### src/rtl/pulse_req_tx.sv
// pulse_req_tx - source-side (clk1) transmitter of a 4-phase req/ack
// pulse-crossing link. Each accepted pulse_in becomes one held request level
// on sig1. Events that arrive faster than the handshake round trip are held
// in a saturating pending counter. When it is full, further events are
// dropped and the sticky ovf flag is set.
//
// Optional feature macro: PULSE_TX_TIMEOUT_EN
//   defined   : a phase counter flags (sticky) a REQ or DROP phase that lasts
//               TIMEOUT_CYC cycles. The handshake itself keeps waiting.
//   undefined : timeout is tied low and no phase counter exists.
module pulse_req_tx #(
  parameter int CNT_W       = 4,
  parameter int SYNC_STAGES = 2,
  parameter int TIMEOUT_CYC = 1024
) (
  input  logic             clk1,
  input  logic             rstn,
  input  logic             pulse_in,
  input  logic             ack_in,
  input  logic             err_clr,
  output logic             sig1,
  output logic             busy,
  output logic [CNT_W-1:0] pend_cnt,
  output logic             ovf,
  output logic             timeout
);

  // Reject configurations the synchroniser or the phase counter cannot honour.
  if (SYNC_STAGES < 2) begin : g_bad_sync
    $error("pulse_req_tx: SYNC_STAGES must be at least 2");
  end
  if (TIMEOUT_CYC < 1) begin : g_bad_timeout
    $error("pulse_req_tx: TIMEOUT_CYC must be at least 1");
  end

  typedef enum logic [1:0] {
    IDLE = 2'd0,
    REQ  = 2'd1,
    DROP = 2'd2
  } state_t;

  localparam logic [CNT_W-1:0] CNT_MAX = {CNT_W{1'b1}};
  localparam logic [CNT_W-1:0] CNT_ONE = CNT_W'(32'd1);

  state_t                 state_r;
  state_t                 state_n;
  logic                   sig1_r;
  logic [CNT_W-1:0]       pend_cnt_r;
  logic [CNT_W-1:0]       pend_cnt_n;
  logic                   ovf_r;
  logic [SYNC_STAGES-1:0] ack_sync_r;
  logic                   ack_s;
  logic                   pend_nz_s;
  logic                   launch_s;
  logic                   drop_s;

  assign ack_s     = ack_sync_r[SYNC_STAGES-1];
  assign pend_nz_s = |pend_cnt_r;

  // Bring the asynchronous ack level into clk1; nothing else looks at ack_in.
  always_ff @(posedge clk1 or negedge rstn) begin
    if (!rstn) begin
      ack_sync_r <= {SYNC_STAGES{1'b0}};
    end else begin
      ack_sync_r <= {ack_sync_r[SYNC_STAGES-2:0], ack_in};
    end
  end

  // Handshake sequencing. A launch can only leave IDLE, where ack_s is already low.
  always_comb begin
    state_n  = state_r;
    launch_s = 1'b0;
    case (state_r)
      IDLE: begin
        if (pend_nz_s || pulse_in) begin
          state_n  = REQ;
          launch_s = 1'b1;
        end else begin
          state_n  = IDLE;
        end
      end
      REQ: begin
        if (ack_s) begin
          state_n = DROP;
        end else begin
          state_n = REQ;
        end
      end
      DROP: begin
        if (!ack_s) begin
          state_n = IDLE;
        end else begin
          state_n = DROP;
        end
      end
      default: begin
        state_n = IDLE;
      end
    endcase
  end

  // Pending-count update: a pulse that is launched at once (bypass, or paired
  // with a launch from the queue) leaves the count alone; a full queue drops it.
  always_comb begin
    pend_cnt_n = pend_cnt_r;
    drop_s     = 1'b0;
    if (pulse_in) begin
      if (launch_s) begin
        pend_cnt_n = pend_cnt_r;
      end else if (pend_cnt_r == CNT_MAX) begin
        pend_cnt_n = pend_cnt_r;
        drop_s     = 1'b1;
      end else begin
        pend_cnt_n = pend_cnt_r + CNT_ONE;
      end
    end else if (launch_s && pend_nz_s) begin
      pend_cnt_n = pend_cnt_r - CNT_ONE;
    end else begin
      pend_cnt_n = pend_cnt_r;
    end
  end

  // State register; sig1 gets its own flop so the request line is glitch-free.
  always_ff @(posedge clk1 or negedge rstn) begin
    if (!rstn) begin
      state_r <= IDLE;
      sig1_r  <= 1'b0;
    end else begin
      state_r <= state_n;
      sig1_r  <= (state_n == REQ);
    end
  end

  // Queue depth and the sticky overflow flag (a new drop beats err_clr).
  always_ff @(posedge clk1 or negedge rstn) begin
    if (!rstn) begin
      pend_cnt_r <= {CNT_W{1'b0}};
      ovf_r      <= 1'b0;
    end else begin
      pend_cnt_r <= pend_cnt_n;
      if (drop_s) begin
        ovf_r <= 1'b1;
      end else if (err_clr) begin
        ovf_r <= 1'b0;
      end else begin
        ovf_r <= ovf_r;
      end
    end
  end

`ifdef PULSE_TX_TIMEOUT_EN
  localparam int               TO_W   = $clog2(TIMEOUT_CYC + 1);
  localparam logic [TO_W-1:0]  TO_LIM = TO_W'(TIMEOUT_CYC);
  localparam logic [TO_W-1:0]  TO_ONE = TO_W'(32'd1);

  logic [TO_W-1:0] phase_cnt_r;
  logic            timeout_r;

  // Cycles spent in the current REQ/DROP phase, restarted on every state change.
  always_ff @(posedge clk1 or negedge rstn) begin
    if (!rstn) begin
      phase_cnt_r <= {TO_W{1'b0}};
    end else if (state_n != state_r) begin
      phase_cnt_r <= {TO_W{1'b0}};
    end else if ((state_r != IDLE) && (phase_cnt_r != TO_LIM)) begin
      phase_cnt_r <= phase_cnt_r + TO_ONE;
    end else begin
      phase_cnt_r <= phase_cnt_r;
    end
  end

  // Sticky timeout flag; only reports, the handshake keeps waiting for ack.
  always_ff @(posedge clk1 or negedge rstn) begin
    if (!rstn) begin
      timeout_r <= 1'b0;
    end else if (phase_cnt_r == TO_LIM) begin
      timeout_r <= 1'b1;
    end else if (err_clr) begin
      timeout_r <= 1'b0;
    end else begin
      timeout_r <= timeout_r;
    end
  end

  assign timeout = timeout_r;
`else
  assign timeout = 1'b0;
`endif

  assign sig1     = sig1_r;
  assign pend_cnt = pend_cnt_r;
  assign ovf      = ovf_r;
  assign busy     = (state_r != IDLE) | pend_nz_s;

endmodule

### config.mk
export PLATFORM = sky130hd
export DESIGN_NAME = pulse_req_tx
export DESIGN_NICKNAME = d
export VERILOG_FILES = /design/src/rtl/pulse_req_tx.sv
export SDC_FILE = /design/constraint.sdc
export NUM_CORES = 1
export LEC_CHECK = 0
export ABC_CLOCK_PERIOD_IN_PS = 1970
export CAP_MARGIN = 20
export CELL_PAD_IN_SITES_DETAIL_PLACEMENT = 0
export CELL_PAD_IN_SITES_GLOBAL_PLACEMENT = 1
export CORE_UTILIZATION = 34
export CTS_CLUSTER_SIZE = 8
export DETAILED_ROUTE_END_ITERATION = 16
export PLACE_DENSITY_LB_ADDON = 0.1
export SYNTH_ARGS = -nofsm -noshare
export SYNTH_HDL_FRONTEND = slang
export SYNTH_SLANG_ARGS = --single-unit
### constraint.sdc
create_clock -name clk1 -period 1.97 [get_ports clk1]
set_input_delay 0.394 -clock clk1 [delete_from_list [all_inputs] [get_ports clk1]]
set_output_delay 0.394 -clock clk1 [all_outputs]
set_load 0.005 [all_outputs]
==> results of run 1 <==
==> power breakdown <==
group	leakage, nW	switching [mW]	internal (mW)
Clock	0.0138	0.0629	0.0702
Sequential	0.119	0.0945	0.289
Combinational	0.181	0.236	0.309
==> synthesized netlist by cell type, drive strengths merged <==
cell type	count
nor2	3
or3	1
conb	1
nor4	1
ha	2
xor2	3
nand3	1
fa	1
and2	1
dfrtp	10
a21o	2
mux2	1
a311oi	1
xnor2	1
mux2i	1
buf	2
o32ai	1
or2	1
a21oi	1
inv	2
nand2	3
a221oi	2
nand4	1
o31ai	1
==> sequential cells by signal, indices dropped and copies added (netlist names) <==
name        count
pend_cnt        4
ovf             1
sig1            1
ack_sync_r      2
state_r         2
==> final cells by class <==
| class | instances | area [sq um] |
|---|---|---|
| Clock buffer | 3 | 22.52 |
| Tap cell | 15 | 18.77 |
| Fill cell | 125 | 634.4 |
| Sequential cell | 10 | 251.5 |
| Multi-Input combinational cell | 30 | 241.5 |
| Inverter | 2 | 7.507 |
| Timing Repair Buffer | 17 | 157.7 |
==> cells in the final DEF (no fill, tap or decap) <==
| cell | n |
|---|---|
| xnor2_1 | 1 |
| dfrtp_2 | 1 |
| a221oi_1 | 2 |
| or2_0 | 1 |
| nor4_4 | 1 |
| nor2_1 | 3 |
| a21oi_1 | 1 |
| o31ai_1 | 1 |
| nand2_1 | 3 |
| buf_4 | 6 |
| and2_1 | 1 |
| clkbuf_4 | 3 |
| a21o_1 | 2 |
| a311oi_1 | 1 |
| mux2_1 | 1 |
| inv_1 | 2 |
| clkdlybuf4s50_1 | 10 |
| nand4_1 | 1 |
| conb_1 | 1 |
| xor2_1 | 3 |
| dfrtp_1 | 9 |
| or3_1 | 1 |
| nand3_1 | 1 |
| dlymetal6s2s_1 | 1 |
| mux2i_1 | 1 |
| fa_1 | 1 |
| ha_1 | 2 |
| o32ai_1 | 1 |
==> worst max-delay path by stage <==
stage                            from  cells after the start          end  slack, ns
after detailed placement     pulse_in                      7  pend_cnt[3]      -0.19
final                        pulse_in                      7  pend_cnt[3]       0.06
after global routing         pulse_in                      7  pend_cnt[3]       0.02
after CTS                 pend_cnt[1]                      3         busy       0.03
after global placement       pulse_in                      7  pend_cnt[3]      -0.13
after floorplan            state_r[0]                      5  pend_cnt[1]       0.36
==> routing by layer <==
metal  GRT usage  up-vias
li1            -      192
met3     0.03333        2
met4      0.1250        0
met1      0.1916      194
met2      0.2619       16
met5           0        -
==> cell families after synthesis <==
family | Yosys count
compound gates | 8
xor+xnor | 4
fa+ha+maj | 3
buf+inv | 4
flops | 10
mux | 2
other cells | 1
simple gates | 12
==> what timing repair did <==
action | CTS | global route
setup endpoints to repair | 1 | 1
pin swaps | 0 | 1
setup buffers | 1 | 0
gates resized for setup | 2 | 1
==> summary.md, run 1 <==
| Metric | Value |
|---|---|
| Antenna-violating nets left | 0 |
| CTS root buf | clkbuf_4 |
| Post-Synth Adder-Cell Area | 0.08955 |
| Min-Delay Endpoint | ack_sync_r[1] |
| Min Tclk post-route | 1.913 ns |
| Total Routing Usage GR | 0.1645 |
| Status | completed |
| Initial antenna violation count | 0 |
| Final instance area | 699.4 sq um |
| Worst reg2reg path startpoint | pend_cnt[1] |
| Wire length on met2 | 538 um |
| Area grow syn2layout | 39.05% |
| Setup TNS | 0 ns |
| Hold Slack | 0.3659 ns |
| Ports | 13 |
| Final Power | 1.062 mW |
| Setup Crit Path Kind | in2reg |
| Initial DRC count | 13 |
| Layout cells sized above 1 | 0.1774 |
| Worst path bufs/invs | 2 |
| Worst hold path type | reg2reg |
| Number of remaining DRC errors | 0 |
| Hold Buf Count CTS | 0 |
| Post-synth top area cell | dfrtp_1 |
| Cts bufs inserted | 3 |
| Critical Path Start Type | primary input |
| Largest family of logic cells by synthesized area | simple AND/OR/NAND/NOR gates |
| Synth Area in XOR/XNOR | 0.06965 |
| Leak Pwr | 0.3135 nW |
| Post-route insts no fill | 77 |
| Fmax | 0.5229 GHz |
| FF+latch count, synth | 10 |
| DR WL met3 | 43 um |
| Width of the die | 40.46 um |
| Initial Utilization | 0.3771 |
| Critical path data required time | 2.15 ns |
| Hold path start | ack_sync_r[0] |
| Max_cap viols | 0 |
| Post-synth top area share | 0.4975 |
| Clock buffer depth | 2 |
| Die H | 40.46 um |
| Clock skew | 0.001927 ns |
| Placed cells | 73 |
| Routed WL per cell | 13.12 um |
| Register area share after synthesis | 0.4975 |
| Grt ovf | 0 |
| Clock slew at reported path FFs | 0.06 ns |
| Post-synthesis compound-gate area fraction | 0.1244 |
| CTS tree | yes |
| Final worst setup slack | 0.05747 ns |
| Setup crit end kind | flip-flop |
| Endpoints failing setup | 0 |
| Pre-CTS WS | -0.1950 ns |
| Row cnt | 13 |
| Clock Sinks | 10 |
| Port Buffer Count | 11 |
| Final WL | 1010 um |
| Syn Area/Cell | 11.43 sq um |
| Endpoints failing hold | 0 |
| Synth top area cells | dfrtp_1, xor2_1, ha_1, fa_1, a221oi_1 |
| Final nets | 72 |
| Die ar. | 1637 sq um |
| Slowest stage delay, CP | 0.48 ns |
| Crit Path Max Fanout | 4 |
| Slowest CP cell | clkdlybuf4s50_1 |
| Via count | 404 |
| Critical path, cell by cell | clkdlybuf4s50_1, inv_1, ha_1, a21o_1, a21oi_1, mux2i_1, xor2_1 |
| Syn Nets | 52 |
| Max IR drop VDD | 771.6 uV |
| Largest net degree at the start of global routing | 11 |
| Metal-1 WL | 417 um |
| RSZ-0062 raised after global routing | false |
| Final Wtd Congestion | 0.7710 |
| Vias in the first global route | 405 |
| Count of pins over their slew limit | 0 |
| First-pass GRT wire length | 1662 um |
| Critical Path AT | 2.09 ns |
| R2r worst-path depth | 6 |
| Cells after synthesis | 44 |
| Distinct cell type count after synthesis | 25 |
| Hold Crit Depth | 0 |
| Area of the core | 1334 sq um |
| DR top layer | met4 |
| Flop2flop setup slack | 0.23 ns |
| Clock latency on the worst-skew pair | 0.26 ns |
| Pwr Density | 1518 nW/um^2 |
| Placed cell areas | 656.9 sq um |
| Number of diodes | 0 |
| Finished Core Util | 0.5244 |
| Mapped cell area | 503.0 sq um |
| Post-synthesis mux area share | 0.04229 |
| Largest delay contributor family on the critical path | buffers and inverters |
| Synth warn | 0 |
| Vias per inst | 5.247 |
| Htree depth | 1 |
| FF-to-FF End | pend_cnt[3] |
| Period utilization | 0.9708 |
| Initial DRT Pass Iterations | 4 |
| Simple-Gate Fraction of Synth Area | 0.1294 |
Power figures use the tool's default switching activity.
==> inputs of run 2 (changes only) <==
Settings changed: CORE_MARGIN from default to 3, TNS_END_PERCENT from default to 100.
==> summary.md, run 2 (synthesis results as in run 1) <==
| Metric | Value |
|---|---|
| Status | completed (unchanged) |
| Antenna-violating nets left | 0 (unchanged) |
| Die ar. | 1977 sq um (was 1637 sq um) |
| Critical Path Start Type | flip-flop (was primary input) |
| Critical path data required time | 1.58 ns (was 2.15 ns) |
| Worst setup path startpoint | pend_cnt[2] (was pulse_in) |
| Total Routing Usage GR | 0.1357 (was 0.1645) |
| Routed WL per cell | 14.63 um (was 13.12 um) |
| First-pass GRT wire length | 1966 um (was 1662 um) |
| Area grow syn2layout | 38.56% (was 39.05%) |
| Area of the core | 1350 sq um (was 1334 sq um) |
| Flop pwr share | 0.380 (was 0.361) |
| Die H | 44.46 um (was 40.46 um) |
| Max_cap viols | 0 (unchanged) |
| Pwr Density | 1565 nW/um^2 (was 1518 nW/um^2) |
| Final Wtd Congestion | 0.6624 (was 0.7710) |
| Worst hold path type | reg2reg (unchanged) |
| CTS tree | yes (unchanged) |
| Setup crit end kind | output port (was flip-flop) |
| Largest register FFs | 4 (unchanged) |
| Comb pwr share | 0.495 (was 0.514) |
| Via count | 384 (was 404) |
| Count of pins over their slew limit | 0 (unchanged) |
| Initial antenna violation count | 0 (unchanged) |
| Clock buffer depth | 2 (unchanged) |
| Final worst setup slack | 0.06386 ns (was 0.05747 ns) |
| Clock Sinks | 10 (unchanged) |
| RSZ-0062 raised after global routing | true (was false) |
| Switching part of the total power | 0.3792 (was 0.3709) |
| Initial DRT Pass Iterations | 2 (was 4) |
| CTS root buf | clkbuf_4 (unchanged) |
| Max IR drop VDD | 582.8 uV (was 771.6 uV) |
| Clock Power Share | 0.124 (was 0.125) |
| Leak Pwr | 0.3096 nW (was 0.3135 nW) |
| Largest net degree at the start of global routing | 11 (unchanged) |
| Port Buffer Count | 11 (unchanged) |
| Number of remaining DRC errors | 0 (unchanged) |
| Clock latency on the worst-skew pair | 0.26 ns (about the same) |
| Pre-CTS WS | -0.1841 ns (was -0.1950 ns) |
| Vias per inst | 5.120 (was 5.247) |
| Clock slew at reported path FFs | 0.06 ns (about the same) |
| Placed cell areas | 641.9 sq um (was 656.9 sq um) |
| Cts bufs inserted | 3 (unchanged) |
| Fmax | 0.5246 GHz (was 0.5229 GHz) |
| Hold path start | ack_sync_r[0] (unchanged) |
| Most common cell after layout, fill and taps aside | clkdlybuf4s50_1 (unchanged) |
| Row cnt | 13 (unchanged) |
| Number of fill cells | 125 (unchanged) |
| Min Tclk post-route | 1.906 ns (was 1.913 ns) |
| Number of diodes | 0 (unchanged) |
| P_int | 0.6772 mW (was 0.6679 mW) |
| Setup Crit Path Kind | reg2out (was in2reg) |
| Critical path, cell by cell | nor4_4, nand2_1, clkdlybuf4s50_1 (was clkdlybuf4s50_1, inv_1, ha_1, a21o_1, a21oi_1, mux2i_1, xor2_1) |
| Hold Slack | 0.3589 ns (was 0.3659 ns) |
| Period utilization | 0.9676 (was 0.9708) |
| Initial DRC count | 7 (was 13) |
| Switch Pwr | 0.4136 mW (was 0.3938 mW) |
| Grt ovf | 0 (unchanged) |
| Endpoints failing setup | 0 (unchanged) |
| Worst reg2reg path startpoint | state_r[0] (was pend_cnt[1]) |
| Final instance area | 696.9 sq um (was 699.4 sq um) |
| Slowest stage delay, CP | 0.45 ns (was 0.48 ns) |
| Htree depth | 1 (unchanged) |
| Crit Path Max Fanout | 5 (was 4) |
| Commonest non-fill, non-tap cells in the layout | clkdlybuf4s50_1, dfrtp_1, buf_4 (unchanged) |
| Width of the die | 44.46 um (was 40.46 um) |
| DP HPWL | 853.1 um |
| Final WL | 1097 um (was 1010 um) |
| Vias in the first global route | 401 (was 405) |
| Critical Path AT | 1.51 ns (was 2.09 ns) |
| Slowest CP cell | dfrtp_2 (was clkdlybuf4s50_1) |
| Clock skew | 0.001553 ns (was 0.001927 ns) |
| Final nets | 70 (was 72) |
| Layout cells sized above 1 | 0.2000 (was 0.1774) |
| Endpoints failing hold | 0 (unchanged) |
| Initial Utilization | 0.3726 (was 0.3771) |
| Ports | 13 (unchanged) |
| Final Power | 1.091 mW (was 1.062 mW) |
[run 2: cell count changes in the layout (fill, tap and decap cells not counted)]
cell             before  now
dlymetal6s2s_1        1    0
a311oi_2              0    1
dfrtp_2               1    2
clkdlybuf4s50_1      10   11
buf_4                 6    4
a311oi_1              1    0
xnor2_2               0    1
xnor2_1               1    0
dfrtp_1               9    8
[run 2: per-stage QoR]
stage               TNS (ns)  cells  utilization
finish                     0     75       0.5162
global route        -0.04657     75       0.5162
CTS                        0     74       0.4995
detailed placement   -0.3355     71       0.4754
global placement     -0.2091     71       0.4754
floorplan                  0     44            -
[run 2: final timing paths]
kind / endpoint / slack, ns / cells past startpoint
max: busy / 0.06 / 3
min: ack_sync_r[1] / 0.36 / 0
max reg2reg: pend_cnt[1] / 0.24 / 4
min reg2reg: ack_sync_r[1] / 0.36 / 0
max in group asynchronous: pend_cnt[2] / 1.19 / 1
min in group asynchronous: pend_cnt[0] / 0.45 / 1
[run 2: worst max-delay path: cells and delay by family (launching register included)]
kind,cells,cell delay [ns]
DFF,1,0.45
and+or+nand+nor,2,0.36
buffers and inverters,1,0.45
[run 2: final cells by class]
type | instances | area (sq um) | area share
sequential | 10 | 252.7 | 0.3627
multi-input combinational | 30 | 255.2 | 0.3662
tap | 15 | 18.77 | 0.02693
inverter | 2 | 7.507 | 0.01077
timing repair buffer | 15 | 140.1 | 0.2011
clock buffer | 3 | 22.52 | 0.03232
[run 2: metal layers]
metal  global-route usage  wire, um  vias up
met5                    0         0        -
met2               0.2378       628        9
met1               0.1608       434      189
met4              0.05422         0        0
li1                     -         -      186
met3              0.02439        34        0
[run 2: repair_timing]
item	CTS	global route
endpoints found under the setup margin	1	2
pin swaps	1	0
gates resized for setup	2	3
setup buffers	0	1
hold buffers	0	0
cloned	0	0
[run 2: power by group through the flow]
stage	sequential, mW	combinational, mW	clock, mW
2_1_floorplan	0.387	0.282	0
3_3_place_gp	0.389	0.453	0
3_5_place_dp	0.404	0.478	0
4_1_cts	0.416	0.485	0.143
5_1_grt	0.430	0.605	0.150
6_report	0.415	0.540	0.135
